===== config.mk =====
export PLATFORM = sky130hd
export DESIGN_NAME = mem_arbiter
export DESIGN_NICKNAME = d
export VERILOG_FILES = /design/src/rtl/mem_arbiter_pkg.sv /design/src/rtl/mem_arb_pick.sv /design/src/rtl/mem_arbiter.sv
export SDC_FILE = /design/constraint.sdc
export NUM_CORES = 1
export LEC_CHECK = 0
export ABC_AREA = 0
export CAP_MARGIN = 20
export CORE_AREA = 2 2 339 341
export CTS_BUF_LIST = sky130_fd_sc_hd__clkbuf_8
export CTS_CLUSTER_DIAMETER = 30
export DETAILED_ROUTE_END_ITERATION = 16
export DIE_AREA = 0 0 341 343
export PLACE_DENSITY = 0.36
export SLEW_MARGIN = 20
export SYNTH_ARGS = -nofsm -noshare
export SYNTH_HDL_FRONTEND = slang
export SYNTH_SLANG_ARGS = --single-unit

===== constraint.sdc =====
create_clock -name clock -period 3.1 [get_ports clock]
set_input_delay 0.62 -clock clock [delete_from_list [all_inputs] [get_ports clock]]
set_output_delay 0.62 -clock clock [all_outputs]
set_load 0.02 [all_outputs]

===== src/rtl/mem_arbiter_pkg.sv =====
// Shared types for the cache/memory arbiter: request/response structs,
// FSM state encoding and the owner identifier.
package mem_arbiter_pkg;

    localparam int ADDR_W = 32;
    localparam int DATA_W = 128;

    typedef struct packed {
        logic              valid;
        logic              rw;
        logic [ADDR_W-1:0] addr;
        logic [DATA_W-1:0] data;
    } mem_req_type;

    typedef struct packed {
        logic [DATA_W-1:0] data;
        logic              ready;
    } mem_data_type;

    typedef enum logic [1:0] {
        ARB_IDLE = 2'd0,
        ARB_BUSY = 2'd1,
        ARB_DONE = 2'd2
    } arb_state_t;

    typedef enum logic {
        OWN_ICACHE = 1'b0,
        OWN_DCACHE = 1'b1
    } arb_owner_t;

endpackage


===== src/rtl/mem_arb_pick.sv =====
// Combinational two-way winner selection. With RR_EN a tie goes to the
// requester that did not win last time; otherwise dcache wins ties.
module mem_arb_pick
    import mem_arbiter_pkg::*;
#(
    parameter bit RR_EN = 1'b0
) (
    input  logic       ivalid_i,
    input  logic       dvalid_i,
    input  arb_owner_t last_grant_i,
    output arb_owner_t winner_o
);

    // Winner selection; a lone valid requester always wins.
    always_comb begin
        winner_o = OWN_DCACHE;
        if (ivalid_i && dvalid_i) begin
            if (RR_EN && (last_grant_i == OWN_DCACHE)) begin
                winner_o = OWN_ICACHE;
            end else begin
                winner_o = OWN_DCACHE;
            end
        end else if (ivalid_i) begin
            winner_o = OWN_ICACHE;
        end else begin
            winner_o = OWN_DCACHE;
        end
    end

endmodule


===== src/rtl/mem_arbiter.sv =====
// Arbiter sharing the backing memory between icache and dcache.
// One block request is captured and held until the memory is ready, the
// response is routed to the owner, a DONE cycle separates grants, and a
// watchdog aborts a transaction that never completes.
// Optional feature: define MEM_ARB_RR_EN for round-robin tie breaking.
module mem_arbiter
    import mem_arbiter_pkg::*;
#(
    parameter int TIMEOUT_CYCLES = 64
) (
    input  logic         clock,
    input  logic         reset,
    input  mem_req_type  imem_req,
    output mem_data_type imem_data,
    input  mem_req_type  dmem_req,
    output mem_data_type dmem_data,
    output mem_req_type  mem_req,
    input  mem_data_type mem_data,
    output logic         busy,
    output logic         timeout_err
);

    localparam int WDOG_W = $clog2(TIMEOUT_CYCLES) + 1;
    localparam logic [WDOG_W-1:0] WDOG_LAST = WDOG_W'(TIMEOUT_CYCLES - 1);
    localparam logic [WDOG_W-1:0] WDOG_MAX  = {WDOG_W{1'b1}};

`ifdef MEM_ARB_RR_EN
    localparam bit RR_SEL = 1'b1;
`else
    localparam bit RR_SEL = 1'b0;
`endif

    arb_state_t         state_q, state_d;
    mem_req_type        req_q, req_d;
    arb_owner_t         owner_q, owner_d;
    arb_owner_t         last_grant_q, last_grant_d;
    logic [WDOG_W-1:0]  wdog_q, wdog_d;
    logic               terr_q, terr_d;
    arb_owner_t         win_s;
    mem_data_type       own_rsp_s;
    mem_data_type       imem_rsp_s;
    mem_data_type       dmem_rsp_s;

    mem_arb_pick #(.RR_EN(RR_SEL)) u_pick (
        .ivalid_i     (imem_req.valid),
        .dvalid_i     (dmem_req.valid),
        .last_grant_i (last_grant_q),
        .winner_o     (win_s)
    );

    // State, request, owner, watchdog and error registers.
    always_ff @(posedge clock) begin
        if (reset) begin
            state_q      <= ARB_IDLE;
            req_q        <= '0;
            owner_q      <= OWN_DCACHE;
            last_grant_q <= OWN_ICACHE;
            wdog_q       <= '0;
            terr_q       <= 1'b0;
        end else begin
            state_q      <= state_d;
            req_q        <= req_d;
            owner_q      <= owner_d;
            last_grant_q <= last_grant_d;
            wdog_q       <= wdog_d;
            terr_q       <= terr_d;
        end
    end

    // Next-state logic and owner response (zero outside BUSY).
    always_comb begin
        state_d      = state_q;
        req_d        = req_q;
        owner_d      = owner_q;
        last_grant_d = last_grant_q;
        wdog_d       = wdog_q;
        terr_d       = terr_q;
        own_rsp_s    = '0;
        case (state_q)
            ARB_IDLE: begin
                if (imem_req.valid || dmem_req.valid) begin
                    req_d        = (win_s == OWN_DCACHE) ? dmem_req : imem_req;
                    req_d.valid  = 1'b1;
                    owner_d      = win_s;
                    last_grant_d = win_s;
                    wdog_d       = '0;
                    state_d      = ARB_BUSY;
                end else begin
                    state_d = ARB_IDLE;
                end
            end
            ARB_BUSY: begin
                own_rsp_s = mem_data;
                if (mem_data.ready) begin
                    req_d.valid = 1'b0;
                    state_d     = ARB_DONE;
                end else if (wdog_q == WDOG_LAST) begin
                    // Lost response: release the owner with an empty block.
                    own_rsp_s.ready = 1'b1;
                    own_rsp_s.data  = '0;
                    terr_d          = 1'b1;
                    req_d.valid     = 1'b0;
                    state_d         = ARB_DONE;
                end else if (wdog_q != WDOG_MAX) begin
                    wdog_d = wdog_q + WDOG_W'(1);
                end else begin
                    wdog_d = wdog_q;
                end
            end
            ARB_DONE: begin
                state_d = ARB_IDLE;
            end
            default: begin
                state_d     = ARB_IDLE;
                req_d.valid = 1'b0;
            end
        endcase
    end

    // Route the owner response; the non-owner always sees an idle response.
    always_comb begin
        imem_rsp_s = '0;
        dmem_rsp_s = '0;
        if (owner_q == OWN_DCACHE) begin
            dmem_rsp_s = own_rsp_s;
        end else begin
            imem_rsp_s = own_rsp_s;
        end
    end

    assign mem_req     = req_q;
    assign imem_data   = imem_rsp_s;
    assign dmem_data   = dmem_rsp_s;
    assign busy        = (state_q != ARB_IDLE);
    assign timeout_err = terr_q;

endmodule


* Word level (Yosys, flattened, before mapping)
Cells that the tools add are included.
Word-level totals: flip-flop bits (word level) 173, bits in latches 0, RAM bits 0, memory bits (read-only) 0, input port bits 455, output and inout bits 422, word-level logic and storage cells 50, memories 0
Cells by class: add/sub/neg operators 1, multiply operators 0, divide/modulo/power cells 0, magnitude comparators 0, equality and inequality tests 9, shift-type cells 0, mux-type cells 21, bitwise gates (word level) 2, reductions and logical operators 9
Operators by type and width (count):
- $mux 129 | 5
- $mux 162 | 1
- $mux 161 | 1
- $mux 7 | 4
- $pmux 7 s2 | 1
- $ne 2x2->1 const B | 4
- $add 7x1->7 const B | 1
- $eq 7x6->1 const B | 1
- $ne 7x7->1 const B | 1
- $reduce_and 3->1 | 2
- $mux 1 | 5
- $reduce_and 5->1 | 1
- $mux 2 | 2
- $pmux 2 s2 | 1
- $reduce_bool 2->1 | 2
- $ne 3x3->1 const B | 1
- $pmux 1 s3 | 1
- $eq 2x1->1 const B | 1
- $eq 2x2->1 const B | 1
- $logic_not 2->1 | 1
- $not 1->1 | 2
- $reduce_and 2->1 | 1
- $logic_and 1x1->1 | 1
- $logic_or 1x1->1 | 1

* Logic depth before layout (Yosys ltp)
Gate-level depths: netlist of the first run.
depth after elaboration 5, depth in mapped cells 7, gate-level depth less buffers 5

* By module
From an unflattened synthesis of the first run, not the netlist that was laid out.
Second synthesis, totals: cell total of the unflattened synthesis 1077, area total of the unflattened synthesis 9855.7 sq um
By module, submodules not included:
- mem_arbiter | times used 1, cells an instance 1076, area an instance 9849.4 sq um, seq. area each 3483.3 sq um
- mem_arb_pick | times used 1, cells an instance 1, area an instance 6.3 sq um, seq. area each 0.0 sq um

* Worst setup path before layout of the first run
Ideal clock, no wire load.
path kind reg2out, start point reg wdog_q[0], end point out dmem_data[118] in the netlist's numbering, arrival time 1.529 ns, data required time 2.480 ns, setup slack 0.951 ns, cell stages (with the launch flop) 8, path through dfxtp_1 -> ha_1 -> nand3_4 -> nor4_4 -> nor3_2 -> buf_6 -> clkbuf_2 -> and2_1
RTL lines:
- start, declared | line mem_arbiter.sv:37 | logic [WDOG_W-1:0] wdog_q, wdog_d;
- start signal, assigned | line mem_arbiter.sv:65 | wdog_q <= wdog_d;
- end, declared | line mem_arbiter.sv:16 | output mem_data_type dmem_data,

==> results of run 1 <==
## routing by layer
metal | part of all wire [%] | global-route usage (%) | vias to the layer above | routed length, um
li1 | - | - | 5605 | -
met1 | 37 | 12.8 | 5545 | 29100
met2 | 53 | 23.5 | 563 | 41000
met3 | 7.1 | 4.07 | 109 | 5510
met4 | 2.9 | 3.98 | 20 | 2260
met5 | 0.16 | 0 | - | 124
## report_power, final
part	switching (mW)	leakage, nW	internal [mW]
Combinational	1.54	5.80	1.48
Sequential	0.107	1.42	2.41
Clock	0.991	0.189	0.670
Total	2.64	7.41	4.57
## layout by cell type, fill, tap and decap left out, drive strengths merged, types with 3 or more instances in the layout
cell / instances
clkdlybuf4s50: 616
and2: 257
buf: 210
dfxtp: 173
a21oi: 147
nand2: 144
o221ai: 141
clkbuf: 89
clkdlybuf4s15: 50
nor2: 28
mux2i: 20
a211oi: 20
diode: 11
dlygate4sd2: 8
nand3: 8
inv: 8
clkinv: 4
nor3: 4
o21ai: 4
a31oi: 3
dlymetal6s2s: 3
nor2b: 3
nor3b: 3
## state kept, by name, indices dropped and copies added, names as in the netlist
register,cells
timeout_err,1
owner_q,1
state_q,2
wdog_q,7
mem_req,162
## worst max-delay path, stage by stage (launching register included)
cell     delay [ns]
dfxtp_4        0.37
ha_4           0.17
nand3_4        0.11
nor4_4         0.05
buf_6          0.14
nor3_4         0.17
buf_12         0.22
buf_16         0.17
and2_1         0.20
buf_4          0.16
buf_12         0.12
## final cells by class
cell class	instances	area (um^2)	share of cell area [%]
Timing Repair Buffer	958	9400	46.4
Sequential cell	173	3470	17.1
Multi-Input combinational cell	795	5090	25.1
Antenna cell	11	27.5	0.136
Clock inverter	13	131	0.648
Clock buffer	18	248	1.22
Inverter	2	7.51	0.0370
Tap cell	1512	1890	9.34
## kinds of logic (layout without fill, tap and decap cells)
family / Yosys count / count (layout) / synth area share [%]
AOI/OAI and AO/OA: 320 / 320 / 25.2
adders and majority gates: 1 / 1 / 0.135
other: 0 / 11 / 0
and+or+nand+nor: 454 / 454 / 26.5
DFF: 173 / 173 / 37.5
muxes: 20 / 20 / 2.17
buffers and inverters: 119 / 991 / 8.52
## worst paths after layout
check / end / slack (ns) / start
max reg2reg: mem_req[11] / 1.01 / state_q[1]
max: imem_data[8] / 0.05 / wdog_q[0]
min reg2reg: mem_req[43] / 0.45 / mem_req[43]
min: mem_req[43] / 0.45 / mem_req[43]
## through the flow
step / instance area (um^2) / TNS (ns)
finish: 20300 / 0
global route: 20300 / -3.98
CTS: 20500 / -15.36
detailed placement: 20100 / -72.59
global placement: 20100 / -70.93
floorplan: 9240 / 0
## repair_timing
item                       4_1_cts  5_1_grt
cloned                           1        6
setup endpoints to repair      257      239
resized for setup              484      262
pin swaps                        0        2
setup buffers                    3        7
==> impl_metrics.tcl, run 1 <==
set metrics [dict create \
    syn_area_per_cell_um2 8.50 \
    grt_max_degree 85 \
    grt_use_total_pct 12.4 \
    core.rowCount 124 \
    root_buffer "clkbuf_8" \
    start_util_pct 8.14 \
    cap_viol_max_count 0 \
    hold_depth 2 \
    layoutNonFillerInstCount 3482 \
    r2r_cells 5 \
    startpoint_type "flop" \
    die_w_um 341 \
    layout-drive-gt1-share_pct 21.2 \
    gp_congestion 0.829 \
    fin_util_pct 17.9 \
    syn-num-nets 1543 \
    hold_class "reg -> reg" \
    dp_slack_ns -0.432 \
    antenna_found_initial 45 \
    ys_seq_area_share_pct 37.5 \
    worstPathArrival_ns 2.43 \
    ir_drop_uv 276 \
    ys_warn_count 0 \
    yosys.cell_types.count 38 \
    synth_commonest_cells "and2_1, dfxtp_1, a21oi_1" \
    cp.required_ns 2.48 \
    synthesis.area_um2 9240 \
    synth_edf_count 0 \
    firstDrtPassIters 5 \
    postRouteAntennaNets 0 \
    port_buffers 876 \
    synth_ff_type "dfxtp_1" \
    coreArea_um2 113000 \
    die_area_um2 117000 \
    slew_headroom_pct 53.9 \
    route.detailed.drc 0 \
    hold_viol 0 \
    synth_largest_area_cell "dfxtp_1" \
    pwr_density_cell_nw_per_um2 356 \
    die_h_um 343 \
    leakagePower_nw 7.41 \
    vias 11800 \
    htree_levels 4 \
    clock_skew_ns 0.0218 \
    clkSinkCount 173 \
    numCtsBuffers 17 \
    path_clk_slew_ns 0.09 \
    endpoint_kind "output pin" \
    dr.first_iter.drc_count 559 \
    status "completed" \
    grt_pass1_vias 12200 \
    drt-vias-per-instance 3.40 \
    fill_cells 12700 \
    worst_slack_ns 0.0502 \
    clk_path_buf_depth 2 \
    path_class "reg -> out" \
    cts_tree "yes" \
    synth.area.top_cells "dfxtp_1, and2_1, o221ai_1" \
    dp.cells 3424 \
    num_io_pins 877 \
    fin_nets 2403 \
    dp_hpwl_mm 65.9 \
    insertion_delay_ns 0.55 \
    routedWlPerCell_um 22.4 \
    wirelength_mm 78.0 \
    timing.fmax_mhz 328 \
    final_max_slew_viol_count 0 \
    area_delta_synth_final_pct 119 \
    fin_hold_ws_ns 0.452 \
    cts-hold-fix-buffers 0 \
    critPathMaxFanout 19 \
    total_power_mw 7.21 \
    overflow 0 \
    rsz0062_at_grt "yes" \
    synth-seq-cells 173 \
    synth_cells 1087 \
    grt_pass1_wl_mm 101 \
    async_flop_share_pct 0 \
    yosysMostFrequentCell "and2_1" \
    finalCritPeriodShare_pct 98.4 \
    min_period_ns 3.05 \
    setup_violations 0 \
    tightest_slew_ns 0.692 \
    yosys.area.top_type_share_pct 37.5 \
]
Note: power is estimated with default switching activity, not from simulation.
==> inputs of run 2 (changes only) <==
- CAP_MARGIN: 20 -> unset
==> results of run 2 <==
No change in the layout: final DEF, timing and power equal those of run 1.
==> inputs of run 3 (changes only) <==
- SETUP_SLACK_MARGIN: unset -> 0.5
==> run 3 against run 2 <==
Net effect: core utilization up 0.68 points; die area did not move; routed wire length rose by 1.3%; worst hold slack is essentially flat; combinational power increased by 4%; highest routed layer unchanged.
==> impl_metrics.tcl, run 3 (synthesis results as in run 1) <==
set metrics [dict create \
    cap_viol_max_count 0 \
    final_area_um2 21000 \
    area_delta_synth_final_pct 128 \
    cpPeakStageDelay_ns 0.36 \
    pwr_density_cell_nw_per_um2 349 \
    largest_reg_flops 162 \
    die_area_um2 117000 \
    drt-vias-per-instance 3.41 \
    setup_tns_ns 0 \
    numCtsBuffers 17 \
    startpoint_type "flop" \
    setup_violations 0 \
    postRouteAntennaNets 0 \
    min_period_ns 3.09 \
    worst_slack_ns 0.00881 \
    path_class "reg -> out" \
    dp_slack_ns -0.432 \
    tightest_slew_ns 0.665 \
    hold_class "reg -> reg" \
    insertion_delay_ns 0.55 \
    path_clk_slew_ns 0.09 \
    grt_max_degree 85 \
    htree_levels 4 \
    cp.required_ns 2.48 \
    vias 12000 \
    worstPathArrival_ns 2.47 \
    placed_area_um2 20100 \
    final_common_cell "clkdlybuf4s50_1" \
    ir_drop_uv 275 \
    final_max_slew_viol_count 0 \
    finalCritPeriodShare_pct 99.7 \
    layout_common_cells "clkdlybuf4s50_1, and2_1, dfxtp_1" \
    root_buffer "clkbuf_8" \
    layout-drive-gt1-share_pct 25.7 \
    hold_viol 0 \
    crit_slowest_cell "dfxtp_4" \
    rsz0062_at_grt "yes" \
    dp_hpwl_mm 65.9 \
    start_util_pct 8.14 \
    layoutNonFillerInstCount 3504 \
    critPathMaxFanout 8 \
    die_h_um 343 \
    fin_hold_ws_ns 0.452 \
    gp_congestion 0.829 \
    clock_skew_ns 0.0220 \
    port_buffers 876 \
    cts_tree "yes" \
    status "completed" \
    dp.cells 3424 \
    num_io_pins 877 \
    cp_common_cell "buf_12" \
    grt_use_total_pct 12.4 \
    routedWlPerCell_um 22.5 \
    slew_headroom_pct 55.6 \
    clk_path_buf_depth 2 \
    crit_chain "ha_4 > nand3_4 > nor4_4 > buf_6 > nor3_4 > buf_12 > buf_16 > buf_8 > and2_4 > buf_12 > buf_12" \
    clkSinkCount 173 \
    core.rowCount 124 \
    leakagePower_nw 7.73 \
    timing.fmax_mhz 324 \
    r2r_start "state_q[1]" \
    grt_pass1_vias 12200 \
    route.detailed.drc 0 \
    startpoint "wdog_q[0]" \
    die_w_um 341 \
    overflow 0 \
    antenna_found_initial 43 \
    grt_pass1_wl_mm 101 \
    endpoint_kind "output pin" \
    coreArea_um2 113000 \
    fin_nets 2423 \
    dr.first_iter.drc_count 511 \
    firstDrtPassIters 4 \
    wirelength_mm 79.0 \
    hp-start "mem_req[43]" \
]
## run 3: cell count changes in the layout (fill, tap and decap cells not counted), sizes merged
cell / change
buf: +86
clkbuf: -18
diode: +2
clkdlybuf4s15: -38
dlymetal6s2s: -2
dlygate4sd2: -8
## run 3: layout make-up
class / count / area [um^2]
fillers: 12700 / 92400
repair buffers: 978 / 10000
multi-input cells: 795 / 5240
flip-flops and latches: 173 / 3470
well taps: 1512 / 1890
clock buffers: 18 / 248
clock inverters: 13 / 131
diodes: 13 / 32.5
inverters: 2 / 7.51
## run 3: through the flow
stage	utilization [%]	power (mW)
floorplan	-	3.77
global placement	17.7	5.62
detailed placement	17.7	5.63
CTS	18.1	7.34
global route	18.5	7.75
finish	18.5	7.34
## run 3: repair_timing
action / CTS / global route
setup buffers: 3 / 20
hold buffers: 0 / 0
pin swaps: 0 / 15
setup endpoints to repair: 258 / 259
cloned: 1 / 12
gates resized for setup: 497 / 619
## run 3: metal layers
layer / vias up / routed length (um) / track usage (%)
met2: 558 / 41600 / 23.5
met4: 20 / 2370 / 3.95
met5: - / 124 / 0
li1: 5651 / - / -
met3: 102 / 5700 / 3.97
met1: 5628 / 29200 / 12.9
## run 3: worst paths after layout
kind	end	slack, ns	depth (start not counted)
worst max register to register	mem_req[11]	1.01	5
worst min-delay path	mem_req[43]	0.45	2
worst min register to register	mem_req[43]	0.45	2
worst max-delay path	dmem_data[5]	0.009	11
## run 3: power by group
group | switching, mW | internal [mW]
Combinational | 1.57 | 1.58
Sequential | 0.107 | 2.41
Clock | 0.989 | 0.670
## run 3: worst max-delay path, delay by kind of cell (launching register included)
family | cells | cell delay, ns
buffers and inverters | 6 | 0.84
AND/OR/NAND/NOR | 4 | 0.53
flip-flops | 1 | 0.36
adder cells (fa/ha/maj) | 1 | 0.17
